<file path="src/rtl/shake_squeezer.sv">
// shake_squeezer: captures the rate part of the permuted Keccak state and
// streams it as 64-bit words, requesting extra permutations for long output.
// Ports: clk, reset (async, active low), perm_out/perm_out_ready from the
// core, perm_in_ready to the core, start/out_len request, dout/dout_valid/
// dout_ready output stream, busy, done.
module shake_squeezer #(
  parameter int RATE = 576
) (
  input  logic          clk,
  input  logic          reset,
  input  logic [1599:0] perm_out,
  input  logic          perm_out_ready,
  output logic          perm_in_ready,
  input  logic          start,
  input  logic [15:0]   out_len,
  output logic [63:0]   dout,
  output logic          dout_valid,
  input  logic          dout_ready,
  output logic          busy,
  output logic          done
);

  localparam int RW = RATE / 64;
  localparam logic [3:0] LAST = 4'(RW - 1);

  typedef enum logic [2:0] {
    IDLE,
    WAIT_PERM,
    EMIT,
    REQ,
    DRAIN
  } state_e;

  state_e          state_q, state_d;
  logic [RATE-1:0] buf_q, buf_d;
  logic [3:0]      idx_q, idx_d;
  logic [15:0]     rem_q, rem_d;
  logic            armed_q, armed_d;
  logic            done_q, done_d;

  // Capacity bits of the state are never squeezed.
  logic unused_cap;
  assign unused_cap = ^perm_out[1599-RATE:0];

  always_ff @(posedge clk or negedge reset) begin
    if (!reset) begin
      state_q <= IDLE;
      buf_q   <= '0;
      idx_q   <= '0;
      rem_q   <= '0;
      armed_q <= 1'b0;
      done_q  <= 1'b0;
    end else begin
      state_q <= state_d;
      buf_q   <= buf_d;
      idx_q   <= idx_d;
      rem_q   <= rem_d;
      armed_q <= armed_d;
      done_q  <= done_d;
    end
  end

  always_comb begin
    state_d = state_q;
    buf_d   = buf_q;
    idx_d   = idx_q;
    rem_d   = rem_q;
    armed_d = armed_q;
    done_d  = 1'b0;
    unique case (state_q)
      IDLE: begin
        if (start) begin
          if (out_len != 16'd0) begin
            rem_d   = out_len;
            armed_d = 1'b1;
            state_d = WAIT_PERM;
          end else begin
            done_d = 1'b1;
          end
        end
      end
      WAIT_PERM: begin
        if (armed_q && perm_out_ready) begin
          buf_d   = perm_out[1599 -: RATE];
          idx_d   = 4'd0;
          state_d = EMIT;
        end
      end
      EMIT: begin
        if (dout_ready) begin
          // Word 0 sits at the top; shifting exposes the next word.
          buf_d = buf_q << 64;
          rem_d = rem_q - 16'd1;
          idx_d = idx_q + 4'd1;
          if (rem_q == 16'd1) begin
            done_d  = 1'b1;
            state_d = IDLE;
          end else if (idx_q == LAST) begin
            state_d = REQ;
          end
        end
      end
      REQ: begin
        armed_d = 1'b0;
        state_d = DRAIN;
      end
      DRAIN: begin
        // out_ready must drop once so the stale block is not recaptured.
        if (!perm_out_ready) begin
          armed_d = 1'b1;
          state_d = WAIT_PERM;
        end
      end
      default: state_d = IDLE;
    endcase
  end

  assign dout          = buf_q[RATE-1 -: 64];
  assign dout_valid    = (state_q == EMIT);
  assign perm_in_ready = (state_q == REQ);
  assign busy          = (state_q != IDLE);
  assign done          = done_q;

endmodule

</file>
<file path="config.mk">
export PLATFORM = sky130hd
export DESIGN_NAME = shake_squeezer
export DESIGN_NICKNAME = d
export VERILOG_FILES = /design/src/rtl/shake_squeezer.sv
export SDC_FILE = /design/constraint.sdc
export NUM_CORES = 1
export LEC_CHECK = 0
export CAP_MARGIN = 30
export CELL_PAD_IN_SITES_DETAIL_PLACEMENT = 0
export CELL_PAD_IN_SITES_GLOBAL_PLACEMENT = 1
export CORE_AREA = 2 2 662 664
export DETAILED_ROUTE_END_ITERATION = 7
export DIE_AREA = 0 0 664 666
export PLACE_DENSITY_LB_ADDON = 0.1
export SYNTH_ARGS = -nofsm -noshare
export SYNTH_HDL_FRONTEND = slang
export SYNTH_SLANG_ARGS = --single-unit
</file>
<file path="constraint.sdc">
create_clock -name clk -period 1.75 [get_ports clk]
set_input_delay 0.4375 -clock clk [delete_from_list [all_inputs] [get_ports clk]]
set_output_delay 0.4375 -clock clk [all_outputs]
set_load 0.01 [all_outputs]
</file>
==> results.yml, run 1 <==
timing:
  rsz0062_at_grt: "yes"
  layout_setup_ws_ns: -0.519
  finalSetupTns_ns: -199.31
  layout_worst_path_cycle_share: 1.30
  relSlewSlack: 0.628
  fin_worst_skew_ns: 0.0745
  fmax_mhz: 441
  period_needed_ns: 2.27
  setup_viol: 634
  whs_ns: 0.173
  hold_viol_final: 0
  worst_pin_slew_ns: 0.558
  maxSlewViolCount: 0
clock_tree:
  h-tree-depth: 3
  cts.clk_slew.worst_paths_ns: 0.06
  clk_path_buf_depth: 4
  cts_sinks: 601
  cts_root_buf: "clkbuf_16"
  cts_tree: "built"
  worstSkewPairLatency_ns: 0.82
  cts_buffers: 103
worst_setup_path:
  worstPathCellList: "nor2_4, nand2_8, inv_12, buf_12, buf_12"
  setup.worst_path.class: "flip-flop to output pin"
  slowest_stage: "dfrtp_2"
  reg2reg_to: "buf_q[338]"
  rr_startpoint: "state_q[0]"
  arrival_ns: 1.83
  path_max_fanout: 4
  required_ns: 1.31
  cpMostUsedCell: "buf_12"
  start_kind: "flip-flop"
  endpoint_kind: "output pin"
  cpPeakStageDelay_ns: 0.46
  reg2reg_slack_ns: -0.49
  ff2ff_path_depth: 12
global_routing:
  track_usage: 0.0847
  grt_max_degree: 98
  grt_overflow: 0
  grt_pass1_vias: 28500
  grt_pass1_wl_um: 259000
  antenna_found_initial: 166
routing:
  routed_wl_um: 199000
  vias_per_cell: 2.69
  ant_nets: 0
  drtPass1Iterations: 5
  dr_total_vias: 26900
  drc: 0
  detail_route.wl_per_cell_um: 20.0
  drtIter0Drc: 1085
floorplan:
  core_um2: 436000
  die_h_um: 666
  die_x_um: 664
  rows: 243
  io_pins: 1689
  start_util: 0.0624
  die_area_um2: 442000
synth:
  synth-seq-area-share: 0.553
  synth_cell_type_count: 51
  yosys_warnings: 0
  syn_inst: 3189
  ys_ff_latch: 601
  netlist_area_um2: 27200
  synthFlopType: "dfrtp_1"
  synth-edff-count: 0
  synth-async-reset-ratio: 1.00
  syn-num-nets: 4814
  avgSynthCellArea_um2: 8.53
power_and_ir_drop:
  totalPowerFinal_mw: 79.8
  intPower_mw: 49.2
  switchingPower_mw: 30.5
  pwr-share-clk: 0.256
  peakVddDrop_uv: 796
  p_leak_nw: 18.9
  swShare: 0.383
  power.density_nw_per_um2: 1560
  seq_power_share: 0.334
  combPwrFrac: 0.411
layout:
  seq_area_um2: 15000
  finalNetCount: 5734
  drive_above_1_share: 0.239
  final_area_um2: 51300
  multi_input_area_um2: 12400
  area_growth_pct: 88.6
  final_common_cell: "nand2_1"
  nFillCells: 50200
  final_cell_mix: "nand2_1, dfrtp_1, clkdlybuf4s50_1"
placement:
  dpl.hpwl_um: 146000
  portBuffers: 664
  place_area_um2: 42600
  gp_congestion: 0.694
  dp_slack_ns: -1.02
run_status:
  status: "finished with violations"
  violations: "negative setup slack"
job:
  max_cap_violations: 0
hold_path:
  min-delay-start: "perm_out[1353]"
  min_path_type: "input port to flip-flop"
  hold_path_end: "buf_q[329]"
  hold_path_depth: 3
power groups by stage:
stage	logic (mW)	registers, mW	clock network (mW)
after floorplan	14.3	23.3	0
after global placement	24.6	26.2	0
after detailed placement	24.7	26.2	0
after CTS	29.2	26.1	21.8
after global routing	36.3	27.7	22.1
final	32.8	26.6	20.4
Yosys cell counts, types with 2 or more instances:
| library cell | number | share of area |
|---|---|---|
| nand2_1 | 1043 | 0.14 |
| dfrtp_1 | 601 | 0.55 |
| nor2_1 | 529 | 0.073 |
| a31oi_1 | 513 | 0.12 |
| buf_2 | 122 | 0.022 |
| clkbuf_1 | 103 | 0.014 |
| buf_4 | 88 | 0.024 |
| a22o_1 | 64 | 0.021 |
| a21oi_1 | 20 | 0.0037 |
| o21ai_0 | 16 | 0.0029 |
| inv_1 | 9 | 0.0012 |
| nor3_1 | 9 | 0.0017 |
| nor4_1 | 8 | 0.0018 |
| o22ai_1 | 7 | 0.0016 |
| ha_1 | 4 | 0.0018 |
| nand3_1 | 4 | 0.00074 |
| mux2i_1 | 3 | 0.0011 |
| nand4b_1 | 3 | 0.00097 |
| o21a_1 | 3 | 0.00083 |
| o21ai_1 | 3 | 0.00055 |
| a221oi_1 | 2 | 0.00064 |
| and3_1 | 2 | 0.00046 |
| nand4_1 | 2 | 0.00046 |
| o311ai_0 | 2 | 0.00064 |
| or4b_1 | 2 | 0.00074 |
| xor2_1 | 2 | 0.00064 |
area by class of cell:
class                      count  area share
timing repair buffer        1130       0.260
sequential                   601       0.293
multi-input combinational   2263       0.241
inverter                      10    0.000976
clock buffer                 162      0.0597
clock inverter                18     0.00300
tap                         5757       0.140
antenna                       41     0.00200
worst max-delay path: cells and delay by family, from the launching register on:
kind	cells	cell delay, ns
flip-flops	1	0.46
AND/OR/NAND/NOR	2	0.28
buffers and inverters	3	0.27
repair_timing:
action	4_1_cts	5_1_grt
cloned	45	44
resized for setup	526	477
pin swaps	6	2
hold buffers	3	0
endpoints found under the setup margin	665	667
hold endpoints to repair	175	0
buffers inserted	88	35
worst max-delay path by stage:
| stage | start | to | slack [ns] | cells after the start |
|---|---|---|---|---|
| 2_1_floorplan | rem_q[0] | rem_q[14] | -0.13 | 8 |
| 3_3_place_gp | out_len[3] | rem_q[0] | -1.13 | 8 |
| 3_5_place_dp | out_len[3] | rem_q[7] | -1.02 | 8 |
| 4_1_cts | state_q[2] | dout_valid | -0.64 | 5 |
| 5_1_grt | state_q[0] | dout_valid | -0.63 | 5 |
| 6_report | state_q[0] | dout_valid | -0.52 | 5 |
cell families (layout without fill, tap and decap cells):
group | Yosys count | after routing | synth area share
AO/OA/AOI/OAI | 640 | 640 | 0.153
XOR/XNOR | 2 | 2 | 0.000644
adder cells (fa/ha/maj) | 4 | 4 | 0.00184
buffers and inverters | 325 | 1320 | 0.0629
flip-flops | 601 | 601 | 0.553
multiplexers | 3 | 3 | 0.00110
other | 0 | 41 | 0
AND/OR/NAND/NOR | 1614 | 1614 | 0.228
per-stage QoR:
stage / util / std cells
6_report: 0.118 / 9982
3_3_place_gp: 0.0976 / 9580
2_1_floorplan: - / 3189
5_1_grt: 0.117 / 9954
3_5_place_dp: 0.0976 / 9580
4_1_cts: 0.111 / 9893
metal layers:
metal  track usage  wire [um]  vias to the layer above
li1              -          -                    12700
met1         0.108      88400                    13000
met2         0.147      98100                      685
met3        0.0129       6000                      401
met4        0.0259       6590                       20
met5             0        124                        -
sequential cells by signal (all words and copies together), names as in the netlist:
register,count
armed_q,1
done,1
rem_q,16
buf_q,576
state_q,3
idx_q,4
Note: power is estimated with default switching activity, not from simulation.
==> run 2: changes to the inputs <==
--- a/config.mk
+++ b/config.mk
@@ -11,7 +11,9 @@
 export CORE_AREA = 2 2 662 664
 export DETAILED_ROUTE_END_ITERATION = 7
 export DIE_AREA = 0 0 664 666
+export HOLD_SLACK_MARGIN = 0.15
 export PLACE_DENSITY_LB_ADDON = 0.1
+export SLEW_MARGIN = 25
 export SYNTH_ARGS = -nofsm -noshare
 export SYNTH_HDL_FRONTEND = slang
 export SYNTH_SLANG_ARGS = --single-unit
==> run 2 against run 1 <==
The flow still finishes with violations (negative setup slack). Sequential share of layout area is 1.9 points lower. Clock power hardly changed. Power is 0.59% higher. Wire length is 0.26% higher. Via count is 4.4% higher. Die area stayed put. First-iteration DRC count is 1.2% lower. Critical endpoint unchanged. Largest cell class is now non-clock buffers. Highest routed layer unchanged.
==> results.yml, run 2 (synthesis gave the netlist of run 1 again) <==
run_status:
  violations: "negative setup slack"
  status: "finished with violations"
clock_tree:
  cts_tree: "built"
  worstSkewPairLatency_ns: 0.82
  cts_root_buf: "clkbuf_16"
  cts.clk_slew.worst_paths_ns: 0.06
  cts_sinks: 601
  cts_buffers: 103
  clk_path_buf_depth: 4
  h-tree-depth: 3
global_routing:
  grt_pass1_wl_um: 263000
  antenna_found_initial: 140
  grt_max_degree: 98
  grt_pass1_vias: 30100
  grt_overflow: 0
  track_usage: 0.0852
floorplan:
  die_x_um: 664
  start_util: 0.0624
  die_area_um2: 442000
  rows: 243
  io_pins: 1689
  core_um2: 436000
  die_h_um: 666
worst_setup_path:
  setup.worst_path.class: "flip-flop to output pin"
  endpoint_kind: "output pin"
  start_kind: "flip-flop"
  path_max_fanout: 4
  required_ns: 1.31
  arrival_ns: 1.83
power_and_ir_drop:
  power.density_nw_per_um2: 1460
  peakVddDrop_uv: 789
  pwr-share-clk: 0.254
  switchingPower_mw: 30.7
  combPwrFrac: 0.415
  seq_power_share: 0.331
  intPower_mw: 49.5
  p_leak_nw: 20.4
  swShare: 0.383
timing:
  layout_setup_ws_ns: -0.520
  hold_viol_final: 0
  finalSetupTns_ns: -207.44
  setup_viol: 635
  period_needed_ns: 2.27
  relSlewSlack: 0.628
  fmax_mhz: 441
  fin_worst_skew_ns: 0.0574
  worst_pin_slew_ns: 0.558
  maxSlewViolCount: 0
  layout_worst_path_cycle_share: 1.30
  rsz0062_at_grt: "yes"
placement:
  portBuffers: 664
  gp_congestion: 0.694
  dpl.hpwl_um: 146000
  place_area_um2: 42600
layout:
  final_area_um2: 54800
  final_cell_mix: "nand2_1, dfrtp_1, clkdlybuf4s50_1"
  drive_above_1_share: 0.217
  max_flop_register: "buf_q"
  final_common_cell: "nand2_1"
  largest_reg_flops: 576
  final_core_util: 0.126
  top_regs: "buf_q: 576 flops, rem_q: 16 flops, idx_q: 4 flops"
  finalNetCount: 6100
  area_growth_pct: 101
routing:
  drtIter0Drc: 1072
  ant_nets: 0
  detail_route.wl_per_cell_um: 19.3
  routed_wl_um: 200000
  drtPass1Iterations: 5
  dr_total_vias: 28000
  vias_per_cell: 2.71
  drc: 0
job:
  max_cap_violations: 0
hold_path:
  min_path_type: "input port to flip-flop"
run 2: layer usage:
metal,global-route usage,vias up,routed length (um)
met5,0,-,123
met4,0.0238,20,5160
met3,0.0111,351,5570
met2,0.148,640,99300
met1,0.110,13600,89500
li1,-,13500,-
run 2: stage by stage:
stage          setup slack, ns  instances  total power, mW  hold slack, ns
4_1_cts                 -0.644      10300             78.0           0.150
2_1_floorplan           -0.128       3189             37.6           0.142
6_report                -0.520      10300             80.2           0.249
5_1_grt                 -0.631      10300             86.6           0.185
3_3_place_gp             -1.13       9580             50.8           0.347
3_5_place_dp             -1.02       9580             50.8           0.344
run 2: power by group through the flow:
| stage | Sequential [mW] | Clock [mW] | Combinational (mW) |
|---|---|---|---|
| after floorplan | 23.3 | 0 | 14.3 |
| after global placement | 26.2 | 0 | 24.6 |
| after detailed placement | 26.2 | 0 | 24.7 |
| after CTS | 26.1 | 21.8 | 30.1 |
| after global routing | 27.7 | 22.1 | 36.8 |
| final | 26.6 | 20.4 | 33.3 |
run 2: layout make-up:
class                      count  area (um^2)
fill                       50100       381000
timing repair buffer        1496        16900
sequential                   601        15000
multi-input combinational   2263        12300
tap                         5757         7200
clock buffer                 162         3060
clock inverter                18          154
antenna                       31         77.6
inverter                      10         50.0
run 2: final timing paths:
path	startpoint	endpoint	slack [ns]	cells past startpoint
worst max register to register	state_q[0]	buf_q[338]	-0.51	12
max in group asynchronous	reset	buf_q[62]	0.83	4
worst min-delay path	perm_out[1098]	buf_q[74]	0.25	3
min in group asynchronous	reset	buf_q[531]	0.29	3
worst min register to register	buf_q[45]	buf_q[45]	0.50	1
worst max-delay path	state_q[0]	dout_valid	-0.52	5
run 2: repair_timing:
| item | 4_1_cts | 5_1_grt |
|---|---|---|
| endpoints found under the hold margin | 974 | 0 |
| gates cloned | 45 | 41 |
| setup endpoints to repair | 665 | 667 |
| setup buffers | 88 | 30 |
| pin swaps | 6 | 3 |
| hold buffers | 377 | 0 |
| resized for setup | 526 | 447 |
run 2: worst max-delay path, cell delays in order (launching register included):
cell	delay [ns]
dfrtp_2	0.46
nor2_4	0.19
nand2_8	0.09
inv_12	0.06
buf_12	0.10
buf_12	0.11
==> run 3: changes to the inputs <==
==> config.mk (replaced) <==
export PLATFORM = sky130hd
export DESIGN_NAME = shake_squeezer
export DESIGN_NICKNAME = d
export VERILOG_FILES = /design/src/rtl/shake_squeezer.sv
export SDC_FILE = /design/constraint.sdc
export NUM_CORES = 1
export LEC_CHECK = 0
export CORE_AREA = 2 2 651 653
export DETAILED_ROUTE_END_ITERATION = 7
export DIE_AREA = 0 0 653 655
export HOLD_SLACK_MARGIN = 0.15
export SLEW_MARGIN = 25
export SYNTH_ARGS = -nofsm -noshare
export SYNTH_HDL_FRONTEND = slang
export SYNTH_SLANG_ARGS = --single-unit
==> run 3 against run 2 <==
The run still ends with negative setup slack left. Die area down 3.3%. Sequential power shrank 2%. Final cell count is 5.7% lower. Clock power decreased by 22%. Largest cell class is now registers.
==> results.yml, run 3 (synthesis gave the netlist of run 1 again) <==
routing:
  drc: 0
  detail_route.wl_per_cell_um: 15.9
  vias_per_cell: 2.78
  ant_nets: 0
  dr_total_vias: 27100
  drtIter0Drc: 2226
  routed_wl_um: 155000
  drtPass1Iterations: 5
run_status:
  status: "finished with violations"
  violations: "negative setup slack"
timing:
  maxSlewViolCount: 0
  finalSetupTns_ns: -176.85
  layout_worst_path_cycle_share: 1.26
  fin_worst_skew_ns: 0.0434
  relSlewSlack: 0.534
  rsz0062_at_grt: "yes"
  layout_setup_ws_ns: -0.449
  setup_viol: 618
  period_needed_ns: 2.20
  fmax_mhz: 455
  worst_pin_slew_ns: 0.699
  hold_viol_final: 0
layout:
  nFillCells: 48100
  final_cell_mix: "nand2_1, dfrtp_1, clkdlybuf4s50_1"
  multi_input_area_um2: 12200
  top_regs: "buf_q: 576 flops, rem_q: 16 flops, idx_q: 4 flops"
  max_flop_register: "buf_q"
  final_common_cell: "nand2_1"
  largest_reg_flops: 576
  area_growth_pct: 84.2
  drive_above_1_share: 0.207
  seq_area_um2: 15000
  finalNetCount: 5736
floorplan:
  io_pins: 1689
  rows: 239
  start_util: 0.0645
  die_x_um: 653
  core_um2: 422000
  die_h_um: 655
  die_area_um2: 428000
clock_tree:
  h-tree-depth: 3
  worstSkewPairLatency_ns: 0.79
  cts_buffers: 78
  cts_tree: "built"
  cts.clk_slew.worst_paths_ns: 0.06
  cts_root_buf: "clkbuf_16"
  cts_sinks: 601
  clk_path_buf_depth: 4
global_routing:
  antenna_found_initial: 91
  grt_max_degree: 73
  track_usage: 0.0675
  grt_overflow: 0
  grt_pass1_vias: 26300
  grt_pass1_wl_um: 203000
placement:
  portBuffers: 664
  dp_slack_ns: -0.788
  gp_congestion: 0.846
  dpl.hpwl_um: 117000
worst_setup_path:
  arrival_ns: 1.76
  reg2reg_to: "buf_q[91]"
  endpoint_kind: "output pin"
  setup.worst_path.class: "flip-flop to output pin"
  ff2ff_path_depth: 10
  rr_startpoint: "state_q[1]"
  start_kind: "flip-flop"
  required_ns: 1.31
  path_max_fanout: 3
  reg2reg_slack_ns: -0.44
hold_path:
  min-delay-start: "perm_out[1272]"
  min_path_type: "input port to flip-flop"
  hold_path_depth: 3
  hold_path_end: "buf_q[248]"
power_and_ir_drop:
  p_leak_nw: 18.4
  power.density_nw_per_um2: 1470
  peakVddDrop_uv: 728
job:
  max_cap_violations: 0
[run 3: changes by cell type in the layout (fill, tap and decap cells not counted), sizes merged]
| cell | before | now |
|---|---|---|
| diode | 31 | 39 |
| clkbuf | 196 | 135 |
| clkinvlp | 2 | 4 |
| clkinv | 15 | 14 |
| inv | 10 | 13 |
| dlygate4sd3 | 376 | 97 |
| bufbuf | 0 | 1 |
| buf | 491 | 440 |
[run 3: final cells by class]
cell class                 instances  area share
sequential                       601       0.300
timing repair buffer            1157       0.267
multi-input combinational       2263       0.243
tap                             5543       0.138
clock buffer                     111      0.0446
clock inverter                    22     0.00427
antenna                           39     0.00195
inverter                          10    0.000899
[run 3: repair_timing]
action,in CTS,in global routing
endpoints found under the hold margin,697,0
gates cloned,46,27
gates resized for setup,470,337
setup endpoints to repair,661,664
hold buffers,97,0
pin swaps,6,7
setup buffers,75,23
[run 3: where the power goes]
group	internal [mW]	switching [mW]	total, mW
combinational	15.7	15.6	31.4
clock	9.06	6.97	16.0
sequential	20.5	5.60	26.1
total	45.3	28.2	73.5
[run 3: how the worst max path moves through the flow]
| stage | to | slack, ns | cells after the start | startpoint |
|---|---|---|---|---|
| floorplan | rem_q[14] | -0.13 | 8 | rem_q[0] |
| global placement | buf_q[117] | -0.77 | 8 | perm_out_ready |
| detailed placement | buf_q[106] | -0.79 | 8 | perm_out_ready |
| CTS | perm_in_ready | -0.54 | 5 | state_q[0] |
| global route | buf_q[91] | -0.55 | 10 | state_q[1] |
| finish | busy | -0.45 | 4 | state_q[1] |
[run 3: routing by layer]
layer  wire [um]  vias to the layer above  global-route usage  part of all wire
li1            -                    12700                   -                 -
met1       56500                    13300              0.0724              0.36
met2       81900                      838               0.124              0.53
met3        7920                      306              0.0127             0.051
met4        8410                       10              0.0374             0.054
met5          64                        -                   0           0.00041
[run 3: worst max-delay path: stages (launching register included)]
cell and delay (ns):
dfrtp_1 0.40, buf_4 0.15, nor3_2 0.15, inv_1 0.11
buf_4 0.17
[run 3: through the flow]
stage | util | area (um^2) | hold WS (ns) | cells | total power [mW]
global placement | 0.100 | 42300 | 0.488 | 9338 | 49.5
floorplan | - | 27200 | 0.142 | 3189 | 37.6
detailed placement | 0.100 | 42300 | 0.492 | 9338 | 50.1
CTS | 0.114 | 48200 | 0.150 | 9688 | 71.1
global route | 0.119 | 50100 | 0.192 | 9741 | 78.4
finish | 0.119 | 50100 | 0.219 | 9746 | 73.5
